==> config.mk <==
export PLATFORM = sky130hd
export DESIGN_NAME = pixel_unpacker_flat
export DESIGN_NICKNAME = d
export VERILOG_FILES = /design/src/rtl/pixel_unpacker_pkg.sv /design/src/rtl/pixel_unpacker_if.sv /design/src/rtl/pixel_col_counter.sv /design/src/rtl/pixel_unpacker.sv /design/src/flat_wrapper.sv
export SDC_FILE = /design/constraint.sdc
export NUM_CORES = 1
export LEC_CHECK = 0
export CORE_MARGIN = 10
export CORE_UTILIZATION = 51
export CTS_BUF_LIST = sky130_fd_sc_hd__clkbuf_2
export DETAILED_ROUTE_END_ITERATION = 8
export PLACE_DENSITY = 0.76
export REMOVE_ABC_BUFFERS = 1
export SLEW_MARGIN = 5
export SYNTH_ARGS = -nofsm -noshare
export SYNTH_HDL_FRONTEND = slang
export SYNTH_SLANG_ARGS = --single-unit
==> constraint.sdc <==
create_clock -name clk -period 3.05 [get_ports clk]
set_input_delay 0.61 -clock clk [delete_from_list [all_inputs] [get_ports clk]]
set_output_delay 0.61 -clock clk [all_outputs]
set_load 0.02 [all_outputs]
==> src/rtl/pixel_unpacker_pkg.sv <==
// Shared vision-pipeline defaults and the packed-word width helper.
package pixel_unpacker_pkg;

    localparam int DEF_PIX_W        = 8;
    localparam int DEF_PIX_PER_WORD = 4;
    localparam int DEF_LINE_LEN     = 640;

    function automatic int word_w(input int pix_w, input int pix_per_word);
        return pix_w * pix_per_word;
    endfunction

endpackage

==> src/rtl/pixel_unpacker_if.sv <==
// Word-in / pixel-out bundle; master drives words and controls, slave is the unpacker.
interface pixel_unpacker_if
    import pixel_unpacker_pkg::*;
#(
    parameter int PIX_W        = DEF_PIX_W,
    parameter int PIX_PER_WORD = DEF_PIX_PER_WORD
);

    logic [word_w(PIX_W, PIX_PER_WORD)-1:0] word_in;
    logic                                   word_valid;
    logic                                   word_ready;
    logic                                   stall;
    logic                                   flush;
    logic [PIX_W-1:0]                       pix_out;
    logic                                   pix_en;
    logic                                   pix_sol;
    logic                                   pix_eol;
    logic                                   busy;

    modport master (
        output word_in, word_valid, stall, flush,
        input  word_ready, pix_out, pix_en, pix_sol, pix_eol, busy
    );

    modport slave (
        input  word_in, word_valid, stall, flush,
        output word_ready, pix_out, pix_en, pix_sol, pix_eol, busy
    );

endinterface

==> src/rtl/pixel_col_counter.sv <==
// Column counter wrapping at LINE_LEN-1; flags first/last column of the current position.
// Advances one step per enabled edge; sync clear beats enable.
module pixel_col_counter
    import pixel_unpacker_pkg::*;
#(
    parameter int LINE_LEN = DEF_LINE_LEN
) (
    input  logic clk,
    input  logic reset,
    input  logic en,
    input  logic clr,
    output logic first,
    output logic last
);

    localparam int            CW       = (LINE_LEN > 1) ? $clog2(LINE_LEN) : 1;
    localparam logic [CW-1:0] COL_LAST = CW'(LINE_LEN - 1);

    logic [CW-1:0] col;

    always_ff @(posedge clk or posedge reset) begin
        if (reset) begin
            col <= '0;
        end else if (clr) begin
            col <= '0;
        end else if (en) begin
            col <= (col == COL_LAST) ? '0 : col + CW'(1);
        end
    end

    assign first = (col == '0);
    assign last  = (col == COL_LAST);

endmodule

==> src/rtl/pixel_unpacker.sv <==
// Unpacks words into one registered pixel per cycle with SOL/EOL markers; 2 edges accept->pix_en.
// Two-deep word buffer (pend, cur); word_ready drops while pend is occupied or flush is high.
module pixel_unpacker
    import pixel_unpacker_pkg::*;
#(
    parameter int PIX_W        = DEF_PIX_W,
    parameter int PIX_PER_WORD = DEF_PIX_PER_WORD,
    parameter int LINE_LEN     = DEF_LINE_LEN
) (
    input  logic             clk,
    input  logic             reset,
    pixel_unpacker_if.slave  bus
);

    localparam int                WORD_W    = word_w(PIX_W, PIX_PER_WORD);
    localparam int                SLOT_W    = $clog2(PIX_PER_WORD);
    localparam logic [SLOT_W-1:0] SLOT_LAST = SLOT_W'(PIX_PER_WORD - 1);

    logic [WORD_W-1:0] pend;
    logic [WORD_W-1:0] cur;
    logic              pend_v;
    logic              cur_v;
    logic [SLOT_W-1:0] slot;
    logic [PIX_W-1:0]  pix_q;
    logic              en_q;
    logic              sol_q;
    logic              eol_q;
    logic              col_first;
    logic              col_last;

    logic              accept;
    logic              emit;
    logic              last_slot;
    logic              xfer;
    logic [PIX_W-1:0]  slot_pix;

    assign bus.word_ready = ~pend_v & ~bus.flush & ~reset;

    // Flush outranks everything, so it gates emission and transfer here rather than in the registers.
    always_comb begin
        accept    = bus.word_valid & bus.word_ready;
        emit      = cur_v & ~bus.stall & ~bus.flush;
        last_slot = emit & (slot == SLOT_LAST);
        xfer      = pend_v & ~bus.flush & (~cur_v | last_slot);
        slot_pix  = cur[int'(slot)*PIX_W +: PIX_W];
    end

    always_ff @(posedge clk or posedge reset) begin
        if (reset) begin
            pend   <= '0;
            pend_v <= 1'b0;
            cur    <= '0;
            cur_v  <= 1'b0;
            slot   <= '0;
        end else if (bus.flush) begin
            pend_v <= 1'b0;
            cur_v  <= 1'b0;
            slot   <= '0;
        end else begin
            // accept needs pend empty and xfer needs it full, so the two never coincide.
            if (accept) begin
                pend   <= bus.word_in;
                pend_v <= 1'b1;
            end else if (xfer) begin
                pend_v <= 1'b0;
            end

            if (xfer) begin
                cur   <= pend;
                cur_v <= 1'b1;
            end else if (last_slot) begin
                cur_v <= 1'b0;
            end

            if (emit) begin
                slot <= last_slot ? '0 : slot + SLOT_W'(1);
            end
        end
    end

    always_ff @(posedge clk or posedge reset) begin
        if (reset) begin
            pix_q <= '0;
            en_q  <= 1'b0;
            sol_q <= 1'b0;
            eol_q <= 1'b0;
        end else if (emit) begin
            pix_q <= slot_pix;
            en_q  <= 1'b1;
            sol_q <= col_first;
            eol_q <= col_last;
        end else begin
            en_q  <= 1'b0;
            sol_q <= 1'b0;
            eol_q <= 1'b0;
        end
    end

    pixel_col_counter #(
        .LINE_LEN (LINE_LEN)
    ) u_col (
        .clk   (clk),
        .reset (reset),
        .en    (emit),
        .clr   (bus.flush),
        .first (col_first),
        .last  (col_last)
    );

    assign bus.pix_out = pix_q;
    assign bus.pix_en  = en_q;
    assign bus.pix_sol = sol_q;
    assign bus.pix_eol = eol_q;
    assign bus.busy    = cur_v | pend_v;

endmodule

==> src/flat_wrapper.sv <==
// flat-port wrapper written by rule: the top's interface ports become plain ports
module pixel_unpacker_flat import pixel_unpacker_pkg::*;
#(
    parameter int PIX_W        = DEF_PIX_W,
    parameter int PIX_PER_WORD = DEF_PIX_PER_WORD,
    parameter int LINE_LEN     = DEF_LINE_LEN
)
  (clk, reset, bus_word_in, bus_word_valid, bus_stall, bus_flush, bus_word_ready, bus_pix_out, bus_pix_en, bus_pix_sol, bus_pix_eol, bus_busy);
  pixel_unpacker_if #(.PIX_W(PIX_W), .PIX_PER_WORD(PIX_PER_WORD)) bus_i ();
  input  logic clk;
  input  logic reset;
  input wire logic [$bits(bus_i.word_in)-1:0] bus_word_in;
  input wire logic [$bits(bus_i.word_valid)-1:0] bus_word_valid;
  input wire logic [$bits(bus_i.stall)-1:0] bus_stall;
  input wire logic [$bits(bus_i.flush)-1:0] bus_flush;
  output wire logic [$bits(bus_i.word_ready)-1:0] bus_word_ready;
  output wire logic [$bits(bus_i.pix_out)-1:0] bus_pix_out;
  output wire logic [$bits(bus_i.pix_en)-1:0] bus_pix_en;
  output wire logic [$bits(bus_i.pix_sol)-1:0] bus_pix_sol;
  output wire logic [$bits(bus_i.pix_eol)-1:0] bus_pix_eol;
  output wire logic [$bits(bus_i.busy)-1:0] bus_busy;
  assign bus_i.word_in = bus_word_in;
  assign bus_i.word_valid = bus_word_valid;
  assign bus_i.stall = bus_stall;
  assign bus_i.flush = bus_flush;
  assign bus_word_ready = bus_i.word_ready;
  assign bus_pix_out = bus_i.pix_out;
  assign bus_pix_en = bus_i.pix_en;
  assign bus_pix_sol = bus_i.pix_sol;
  assign bus_pix_eol = bus_i.pix_eol;
  assign bus_busy = bus_i.busy;
  pixel_unpacker #(.PIX_W(PIX_W), .PIX_PER_WORD(PIX_PER_WORD), .LINE_LEN(LINE_LEN)) u_core (.clk(clk), .reset(reset), .bus(bus_i));
endmodule
# [After elaboration in Yosys (flattened, before gate mapping)]
# Cells that the tools add are included.
[totals] reg_bits=89 inputBits=37 output_inout_bits=13 word_cells=51
[op_classes] add_sub_neg=2 n_eq_ne=2 n_shift=1 muxes=15 bitwise=15 reduce_logical=6
[ops] operator="$shiftx 32x6->8" n=1
[ops] operator="$mux 10" n=3
[ops] operator="$add 10x1->10 const B" n=1
[ops] operator="$eq 10x10->1 const B" n=1
[ops] operator="$logic_not 10->1" n=1
[ops] operator="$mux 1" n=9
[ops] operator="$and 1x1->1" n=8
[ops] operator="$mux 2" n=3
[ops] operator="$reduce_bool 3->1" n=2
[ops] operator="$not 1->1" n=5
[ops] operator="$reduce_and 2->1" n=2
[ops] operator="$add 2x1->2 const B" n=1
[ops] operator="$eq 2x2->1 const B" n=1
[ops] operator="$or 1x1->1" n=2
[ops] operator="$reduce_bool 2->1" n=1

# [Longest topological paths before layout]
[depth] depth_word=9 mapped_depth=7 mapped_depth_nobuf=5

# [Modules after synthesis]
# A second synthesis with hierarchy kept.
[hier_totals] cells_unflattened=273 area_unflattened_um2=3928.8
[by_module_without_submodules] module="pixel_unpacker" n_inst=1 cells_per_inst=209 area_per_inst_um2=3310.7 seq_area_each_um2=1976.9
[by_module_without_submodules] module="pixel_col_counter" n_inst=1 cells_per_inst=64 area_per_inst_um2=618.1 seq_area_each_um2=250.2

# [Least setup slack after synthesis]
# OpenSTA, ideal clock, no wires.
[synth_path] path_type="input to register" startpoint="input port bus_flush" endpoint="register u_core.pend[10]" setup_ns=0.125 arrival_ns=2.036 required_time_ns=2.925 slack_ns=0.889 stages=5 cell_sequence="nor3_1 > and2_1 > buf_2 > buf_2 > mux2_2"
[synth_between] elab_chain_cells=5
[synth_rtl] item="start, declared" line_no="flat_wrapper.sv:15" source="input wire logic [$bits(bus_i.flush)-1:0] bus_flush;"
[synth_rtl] item="$not 1->1 *" line_no="pixel_unpacker.sv:37" source="assign bus.word_ready = ~pend_v & ~bus.flush & ~reset;"
[synth_rtl] item="$and 1x1->1 (2 in series)" line_no="pixel_unpacker.sv:37"
[synth_rtl] item="$and 1x1->1" line_no="pixel_unpacker.sv:41" source="accept = bus.word_valid & bus.word_ready;"
[synth_rtl] item="$reduce_and 2->1 (no source line) *"
[synth_rtl] item="end signal, assigned" line_no="pixel_unpacker.sv:62" source="pend <= bus.word_in;"
[synth_rtl] item="end, declared" line_no="pixel_unpacker.sv:19" source="logic [WORD_W-1:0] pend;"
# Every way passes the cells marked *; elsewhere a longest branch is shown, timed or not.
# A chain may end at the register's enable or synchronous reset.

# [Worst setup path after layout]
[layout_path] startpoint="input port bus_flush" endpoint="output port bus_word_ready"
[layout_between] elab_chain_cells=3
[layout_rtl] item="$not 1->1" line_no="pixel_unpacker.sv:37"
[layout_rtl] item="$and 1x1->1 (2 in series)" line_no="pixel_unpacker.sv:37"
[layout_rtl] item="end, declared" line_no="flat_wrapper.sv:16" source="output wire logic [$bits(bus_i.word_ready)-1:0] bus_word_ready;"
# Every way passes these cells.

==> out/results.txt <==
status -> completed
FF+latch count, synth -> 89
Ys Warns -> 0
register area share after synthesis -> 60.0%
largest net degree at the start of global routing -> 42
core area -> 0.00718 mm²
I/O Pins -> 50
FP Rows -> 31
crit path DAT -> 2.14 ns
buffers added on ports -> 49
Worst-Skew Late Latency -> 0.52 ns
hold_ws -> 0.507 ns
Max Cap Viol -> 0
Area Overhead vs Synth -> 20.3%
RSZ-0062 raised after global routing -> false
post-synth cell types -> 38
Mapped Area -> 0.00371 mm²
CP Launch Type -> primary input
Remaining DRCs -> 0
vias in the first global route -> 2,394
slowest cell delay on critical path -> 0.69 ns
Synth Flop Type -> dfrtp_1
Post-CTS Setup Bufs -> 0
antenna viol nets, final -> 0
Max VDD drop -> 0.369 mV
Avg Inst Size Synth -> 13.8 µm²
die width -> 105 µm
Nets -> 365
CTS Root Cell -> clkbuf_2
Period minus WS final -> 2.75 ns
Final Cycle Share -> 90.1%
final slew viol count -> 0
Avg Vias per Cell -> 5.29
Worst-path clk slew -> 0.23 ns
Antenna Cells -> 0
final std cells w/o fill -> 428
clk_skew -> 0.0188 ns
post-cts hold buffer count -> 0
number of synthesized flops with an enable pin -> 0
Worst Hold Class -> reg -> reg
PwrDens -> 645 mW/mm²
cell taking the most area after synthesis -> dfrtp_1
Slew @ Worst Pin -> 0.675 ns
total negative slack -> 0 ns
total gr overflow -> 0
synth top area cells -> dfrtp_1 60%, mux2_2 19%, mux4_2 4.9%
worst path cell trace -> clkdlybuf4s50_1 > nor3_1 > clkdlybuf4s50_1
GRT Total Usage -> 12.6%
kind of cell adding the most delay to the critical path -> buffers and inverters
Vert. Die Dim -> 105 µm
CTS Buffer Depth -> 2
clock sink count -> 89
Yosys top cell area share -> 60.0%
Final setup viols -> 0
ys async rst share -> 100%
vias -> 2,262
initial antenna violation count -> 0
die area -> 0.0111 mm²
Final Hold Viols -> 0
cell at the slowest stage of the critical path -> clkdlybuf4s50_1
Critical Path RT -> 2.44 ns
Num CTS Buffers -> 9
CTS tree -> yes
Max FO, Critical Path -> 2
Starting Density -> 51.8%
cell mode on critical path -> clkdlybuf4s50_1
crit path buf inv count -> 2
Routed WL -> 6770 µm
kind of critical path -> in -> out
crit end category -> output port
Final HPWL DP -> 4740 µm
share of cells above drive strength 1 -> 30.1%
first-pass GRT wire length -> 11,300 µm
Final GP Congestion -> 0.911
placed cell count -> 413
Clock H-tree levels -> 3
Routed wire per std cell -> 15.8 µm
initial drt markers -> 70
DRT Pass-1 Iters -> 5
Leak -> 1.93 nW
slew margin rel. -> 55.0%
cts repair resizes -> 0
fmax -> 364 MHz
Synth Instances -> 269
## per-stage QoR
step | worst slack (ns) | util, % | power [W] | cell area, µm²
4_1_cts | 0.286 | 62.3 | 0.00291 | 4470
3_5_place_dp | 0.307 | 60.5 | 0.00228 | 4340
6_report | 0.302 | 62.3 | 0.00288 | 4470
2_1_floorplan | -0.110 | - | 0.00203 | 3640
5_1_grt | 0.267 | 62.3 | 0.00304 | 4470
3_3_place_gp | 0.310 | 60.5 | 0.00225 | 4340
## cells in the mapped netlist (4+ instances only)
library cell / instances
a21oi_1: 4
buf_2: 5
dfrtp_1: 89
inv_1: 6
mux2_2: 63
mux4_2: 8
nand2_1: 32
nand3_1: 7
nor2_1: 7
o21ai_0: 4
xor2_1: 4
## power by group
| group | internal [W] | leakage (nW) | switching, W |
|---|---|---|---|
| registers | 0.00148 | 1.11 | 0.000157 |
| logic | 0.000390 | 0.744 | 0.000212 |
| clock network | 0.000262 | 0.0714 | 0.000377 |
| total | 0.00213 | 1.93 | 0.000746 |
## area by class of cell
class	instances	area (µm²)
clock buffers	9	45.0
flip-flops and latches	89	2230
well taps	99	124
repair buffers	58	571
fillers	561	2710
clock inverters	6	83.8
inverters	7	27.5
multi-input cells	160	1390
## worst paths after layout
check                                                  startpoint                                 to  slack [ns]  cells after the start
worst max-delay path                                    bus_flush                     bus_word_ready        0.30                      3
worst min-delay path            u_core.bus.pix_out[3]$_DFFE_PP0P_  u_core.bus.pix_out[3]$_DFFE_PP0P_        0.51                      2
worst max register to register         u_core.slot[1]$_DFFE_PP0P_          u_core.cur[2]$_DFFE_PP0P_        0.83                      6
worst min register to register  u_core.bus.pix_out[3]$_DFFE_PP0P_  u_core.bus.pix_out[3]$_DFFE_PP0P_        0.51                      2
max in group asynchronous                                   reset        u_core.pend[26]$_DFFE_PP0P_        1.84                      3
min in group asynchronous                                   reset          u_core.cur[9]$_DFFE_PP0P_        0.53                      2
## layout by cell type, fill, tap and decap left out, types with 2 or more instances in the layout
cell type,Yosys,routed
nand2b_1,2,2
clkbuf_2,0,9
buf_4,3,8
xor2_1,4,4
dfrtp_1,89,89
nand2_1,32,32
clkdlybuf4s50_1,0,49
clkinv_1,1,2
clkinv_2,0,2
nand4_1,3,3
a21oi_1,4,4
mux2_2,63,63
nor3_1,2,2
clkinvlp_4,0,2
nand3_1,7,7
o21ai_0,4,4
inv_1,6,5
nor2_1,7,7
ha_1,3,3
and2_1,2,2
and3_1,2,2
bufinv_16,0,2
mux4_2,8,8
## routing by layer
metal,GRT usage [%],vias up,wire (µm)
met3,3.90,14,342
met5,0,-,0
met2,19.8,57,3230
li1,-,1054,-
met4,5.98,0,128
met1,15.6,1137,3070
## cells by family (layout without fill, tap and decap cells)
kind of cell               count (synthesis)  in the layout  share of synthesized area [%]
DFF                                       89             89                           60.0
muxes                                     72             72                           24.3
and+or+nand+nor                           67             67                           8.76
buffers and inverters                     20             80                           2.69
AOI/OAI and AO/OA                         14             14                           2.39
xor gates and xnor gates                   4              4                          0.943
adders and majority gates                  3              3                           1.01
## flip-flops by register name (all words and copies together) (netlist names)
register and flops:
u_core.cur 32, u_core.pend 32, u_core.u_col.col 10, u_core.bus.pix_out 8
u_core.slot 2, u_core.bus.pix_en 1, u_core.bus.pix_eol 1, u_core.bus.pix_sol 1
u_core.cur_v 1, u_core.pend_v 1
## tightest hold or removal path: stages, from the launching register on
cell	delay, ns
dfrtp_1	0.40
nand2_1	0.05
nand2_1	0.05
No activity file was read; power rests on OpenSTA's default activity.
==> RTL change 1, RTL diff (same flow settings) <==
The package constant `DEF_LINE_LEN` goes from 640 to 2560.
--- a/src/rtl/pixel_unpacker_pkg.sv
+++ b/src/rtl/pixel_unpacker_pkg.sv
@@ -3,7 +3,7 @@
 
     localparam int DEF_PIX_W        = 8;
     localparam int DEF_PIX_PER_WORD = 4;
-    localparam int DEF_LINE_LEN     = 640;
+    localparam int DEF_LINE_LEN     = 2560;
 
     function automatic int word_w(input int pix_w, input int pix_per_word);
         return pix_w * pix_per_word;
Check against the original RTL: same outputs for any inputs over 10 cycles, from zero or initial values and one cycle with reset high; that may be too few to reach the edited logic, so the function may still have changed.
==> RTL change 1 against the original RTL <==
- maximum frequency rose by 6.2%
- power rose by 5.1%
- clock skew up 0.0050 ns
- combinational power rose by 2%
- count of clock-buffer cells in the layout is the same
- first-iteration DRC count increased by 16%
- routed wire length rose by 6.6%
- setup slack better by 0.16 ns
- sequential cell count up 2
- register-to-register slack worse by 0.05 ns
- design area rose by 3.6%
- area after synthesis up 3.5%
- highest routed layer unchanged
==> RTL change 1: results (changes against the original RTL) <==
metric,value,unit,change
Detailed Place HPWL,5130,µm,was 4740 µm
FF-to-FF End,u_core.cur[15],,was u_core.cur[2]
Vias per Instance,5.35,,was 5.29
Sw Share,0.257,,was 0.259
Worst Reg-to-Reg Cells,7,,was 6
R2R Setup Slk,0.78,ns,was 0.83 ns
reg-to-reg startpoint,u_core.slot[0],,was u_core.slot[1]
Mapped Cells,282,,was 269
top post-synthesis cells by count,"dfrtp_1, mux2_2, nand2_1",,unchanged
"Setup Fix Bufs, Post-CTS",0,,unchanged
Hold Worst Slack,0.346,ns,was 0.507 ns
Longest Clk Path Bufs,2,,unchanged
share of cells above drive strength 1,0.299,,was 0.301
crit path max-delay cell type,clkdlybuf4s50_1,,unchanged
cell leakage power,1.99,nW,was 1.93 nW
initial antenna violation count,0,,unchanged
post-synthesis mux area share,0.237,,was 0.243
worst slew pin tran,0.447,ns,was 0.675 ns
combinational power,0.613,mW,was 0.603 mW
Internal Power,2.25,mW,was 2.13 mW
vias in the first global route,2569,,was 2394
period utilization,0.849,,was 0.901
routed len/inst,16.4,µm,was 15.8 µm
DR pass1 iterations,4,,was 5
Placer Congestion,0.832,,was 0.911
adder-cell area share of the yosys netlist,0.00976,,was 0.0101
sequential share of the synthesized area,0.592,,was 0.600
Reg power frac,0.552,,was 0.569
Synth area leaders,"dfrtp_1, mux2_2, mux4_2, nand2_1, nand3_1",,"was dfrtp_1, mux2_2, mux4_2, nand2_1, ha_1"
clock skew,0.0238,ns,was 0.0188 ns
Vias,2353,,was 2262
largest net degree at the start of global routing,43,,was 42
fin nets,376,,was 365
"Arr. time, crit path",1.98,ns,was 2.14 ns
Iteration-0 DRC Markers,81,,was 70
worst hold path type,input pin to async pin,,was flop to flop
outcome,completed,,unchanged
pre-CTS setup slack,0.446,ns,was 0.307 ns
placed inst area,4470,µm²,was 4340 µm²
total track usage,0.134,,was 0.126
largest delay contributor family on the critical path,buffers and inverters,,unchanged
Cell variety after synth,41,,was 38
xor and xnor fraction of the mapped netlist area,0.0114,,was 0.00943
Worst VDD drop,454,µV,was 369 µV
DP Cell Count,424,,was 413
crit-path max cell delay,0.65,ns,was 0.69 ns
first-pass GRT wire length,12300,µm,was 11300 µm
top flop regs,"u_core.cur x32, u_core.pend x32, u_core.u_col.col x12",,"was u_core.cur x32, u_core.pend x32, u_core.u_col.col x10"
Synth Area in Compound Gates,0.0277,,was 0.0239
H-tree levels,3,,unchanged
Root Buffer,clkbuf_2,,unchanged
==> RTL change 1: cell count changes after synthesis, sizes merged, moves of 2 or more <==
cell    change
nor2        +3
dfrtp       +2
nand3       +2
clkbuf      +2
and4        +2
==> RTL change 1: layout make-up <==
type	count	area (µm²)
fill	602	2660
inverter	6	23.8
tap	99	124
timing repair buffer	58	571
multi-input combinational	170	1470
clock inverter	7	115
clock buffer	9	45.0
sequential	91	2280
==> RTL change 1: routing by layer <==
| layer | routed length (µm) | part of all wire | global-route usage | up-vias |
|---|---|---|---|---|
| met5 | 0 | 0 | 0 | - |
| met4 | 78 | 0.011 | 0.0319 | 0 |
| met3 | 348 | 0.048 | 0.0443 | 10 |
| met2 | 3570 | 0.49 | 0.221 | 51 |
| met1 | 3220 | 0.45 | 0.165 | 1190 |
| li1 | - | - | - | 1102 |
==> RTL change 2, RTL diff (same flow settings) <==
Without the edit above. Reset style: synchronous (`reset`), changed in 3 clocked blocks.
--- a/src/rtl/pixel_col_counter.sv
+++ b/src/rtl/pixel_col_counter.sv
@@ -18,7 +18,7 @@
 
     logic [CW-1:0] col;
 
-    always_ff @(posedge clk or posedge reset) begin
+    always_ff @(posedge clk) begin
         if (reset) begin
             col <= '0;
         end else if (clr) begin
--- a/src/rtl/pixel_unpacker.sv
+++ b/src/rtl/pixel_unpacker.sv
@@ -45,7 +45,7 @@
         slot_pix  = cur[int'(slot)*PIX_W +: PIX_W];
     end
 
-    always_ff @(posedge clk or posedge reset) begin
+    always_ff @(posedge clk) begin
         if (reset) begin
             pend   <= '0;
             pend_v <= 1'b0;
@@ -78,7 +78,7 @@
         end
     end
 
-    always_ff @(posedge clk or posedge reset) begin
+    always_ff @(posedge clk) begin
         if (reset) begin
             pix_q <= '0;
             en_q  <= 1'b0;
Check against the original RTL: differs if reset is asserted again (counterexample within 4 cycles, from zero or initial values and one cycle with reset high); with reset held inactive, the same outputs for 10 cycles.
==> RTL change 2 against the original RTL <==
- synthesized cell count rose by 42%
- sequential cell count did not move
- routed wire length rose by 6.8%
- area after synthesis fell by 4.4%
- worst hold slack got worse by 0.037 ns
- non-clock buffer count rose by 1
- setup slack improved by 0.17 ns
- design area fell by 5.8%
- first-iteration DRC count rose by 59%
- largest cell class unchanged
Power is not compared: it rests on default switching activity, and its combinational part moved more than twofold at a synthesized area within 25%.
==> RTL change 2: results (changes against the original RTL) <==
metric,value,unit,change
"Arr. time, crit path",1.97,ns,was 2.14 ns
Placer Congestion,0.852,,was 0.911
Switch Pwr,0.466,mW,
placed inst area,4070,µm²,was 4340 µm²
H-tree levels,3,,unchanged
clock skew,0.0110,ns,was 0.0188 ns
outcome,completed,,unchanged
Synth area leaders,"dfxtp_1, nand2_1, mux2i_1, a21oi_1, nor2_1",,"was dfrtp_1, mux2_2, mux4_2, nand2_1, ha_1"
Worst Reg-to-Reg Cells,4,,was 6
DP Cell Count,511,,was 413
CP Capture Point,bus_word_ready,,unchanged
Longest Clk Path Bufs,2,,unchanged
largest net degree at the start of global routing,75,,was 42
Synth Area in Compound Gates,0.0687,,was 0.0239
"Setup Fix Bufs, Post-CTS",0,,unchanged
initial antenna violation count,0,,unchanged
reg-to-reg startpoint,u_core.cur_v,,was u_core.slot[1]
Synth async-reset ratio,0,,was 1.00
Cell variety after synth,37,,was 38
top flop regs,"u_core.cur x32, u_core.pend x32, u_core.u_col.col x10",,unchanged
Main synth FF type,dfxtp_1,,was dfrtp_1
top post-synthesis cells by count,"nand2_1, dfxtp_1, nor2_1",,"was dfrtp_1, mux2_2, nand2_1"
Routed WL,7230,µm,was 6770 µm
sequential share of the synthesized area,0.502,,was 0.600
CTS resizes,0,,unchanged
crit-path max cell delay,0.61,ns,was 0.69 ns
fillers,598,,was 561
Detailed Place HPWL,4850,µm,was 4740 µm
vias in the first global route,2716,,was 2394
xor and xnor fraction of the mapped netlist area,0.0197,,was 0.00943
Iteration-0 DRC Markers,111,,was 70
R2R Setup Slk,1.12,ns,was 0.83 ns
fin cells,527,,was 428
Mapped Avg Cell Area,9.32,µm²,was 13.8 µm²
worst slew pin tran,1.11,ns,was 0.675 ns
DR pass1 iterations,4,,was 5
share of cells above drive strength 1,0.109,,was 0.301
clock latency on the worst-skew pair,0.53,ns,
"Warnings, synthesis",0,,unchanged
post-synthesis mux area share,0.141,,was 0.243
fin nets,466,,was 365
Logic pwr share,0.063,,
Worst VDD drop,232,µV,
worst setup path startpoint,bus_flush,,unchanged
Vias per Instance,4.98,,was 5.29
worst hold path type,flop to flop,,unchanged
first-pass GRT wire length,12000,µm,was 11300 µm
Port Buffer Count,49,,unchanged
adder-cell area share of the yosys netlist,0.0106,,was 0.0101
FF-to-FF End,u_core.u_col.col[9],,was u_core.cur[2]
cell leakage power,1.44,nW,
total track usage,0.143,,was 0.126
[RTL change 2: worst min path at each step]
| stage | start | endpoint | slack [ns] | depth (start not counted) |
|---|---|---|---|---|
| after floorplan | u_core.pend[0] | u_core.pend[0] | 0.43 | 2 |
| after global routing | u_core.pend[19] | u_core.pend[19] | 0.49 | 2 |
| after CTS | u_core.pend[29] | u_core.pend[29] | 0.47 | 2 |
| final | u_core.pend[17] | u_core.pend[17] | 0.47 | 2 |
| after global placement | u_core.pend[3] | u_core.pend[3] | 0.44 | 2 |
| after detailed placement | u_core.pend[25] | u_core.pend[25] | 0.45 | 2 |
[RTL change 2: layer usage]
layer  part of all wire  GRT usage  wire [µm]
met5                  0          0          0
met4              0.011     0.0588         82
met3              0.043     0.0352        309
met2               0.48      0.244       3450
met1               0.47      0.167       3390
[RTL change 2: area by class of cell]
cell class	count	area (µm²)	area share
flip-flops and latches	89	1780	0.423
repair buffers	59	561	0.133
well taps	96	120	0.0285
clock buffers	9	45.0	0.0107
multi-input cells	265	1600	0.380
clock inverters	7	93.8	0.0223
inverters	2	7.51	0.00178
[RTL change 2: metrics by stage]
stage	total power, mW	hold slack [ns]	worst slack (ns)
global placement	1.34	0.443	0.450
detailed placement	1.34	0.448	0.364
finish	1.98	0.471	0.469
global route	2.06	0.493	0.420
floorplan	1.26	0.430	0.603
CTS	2.00	0.474	0.451
[RTL change 2: logic make-up after synthesis]
kind of cell    Yosys count
compound gates           46
xor+xnor                  8
fa+ha+maj                 3
buf+inv                  27
flops                    89
mux                      40
simple gates            168
[RTL change 2: worst reg2reg max path, delay by kind of cell (launching register included)]
kind	cells	cell delay (ns)
xor gates and xnor gates	1	0.17
DFF	1	0.58
and+or+nand+nor	3	1.12
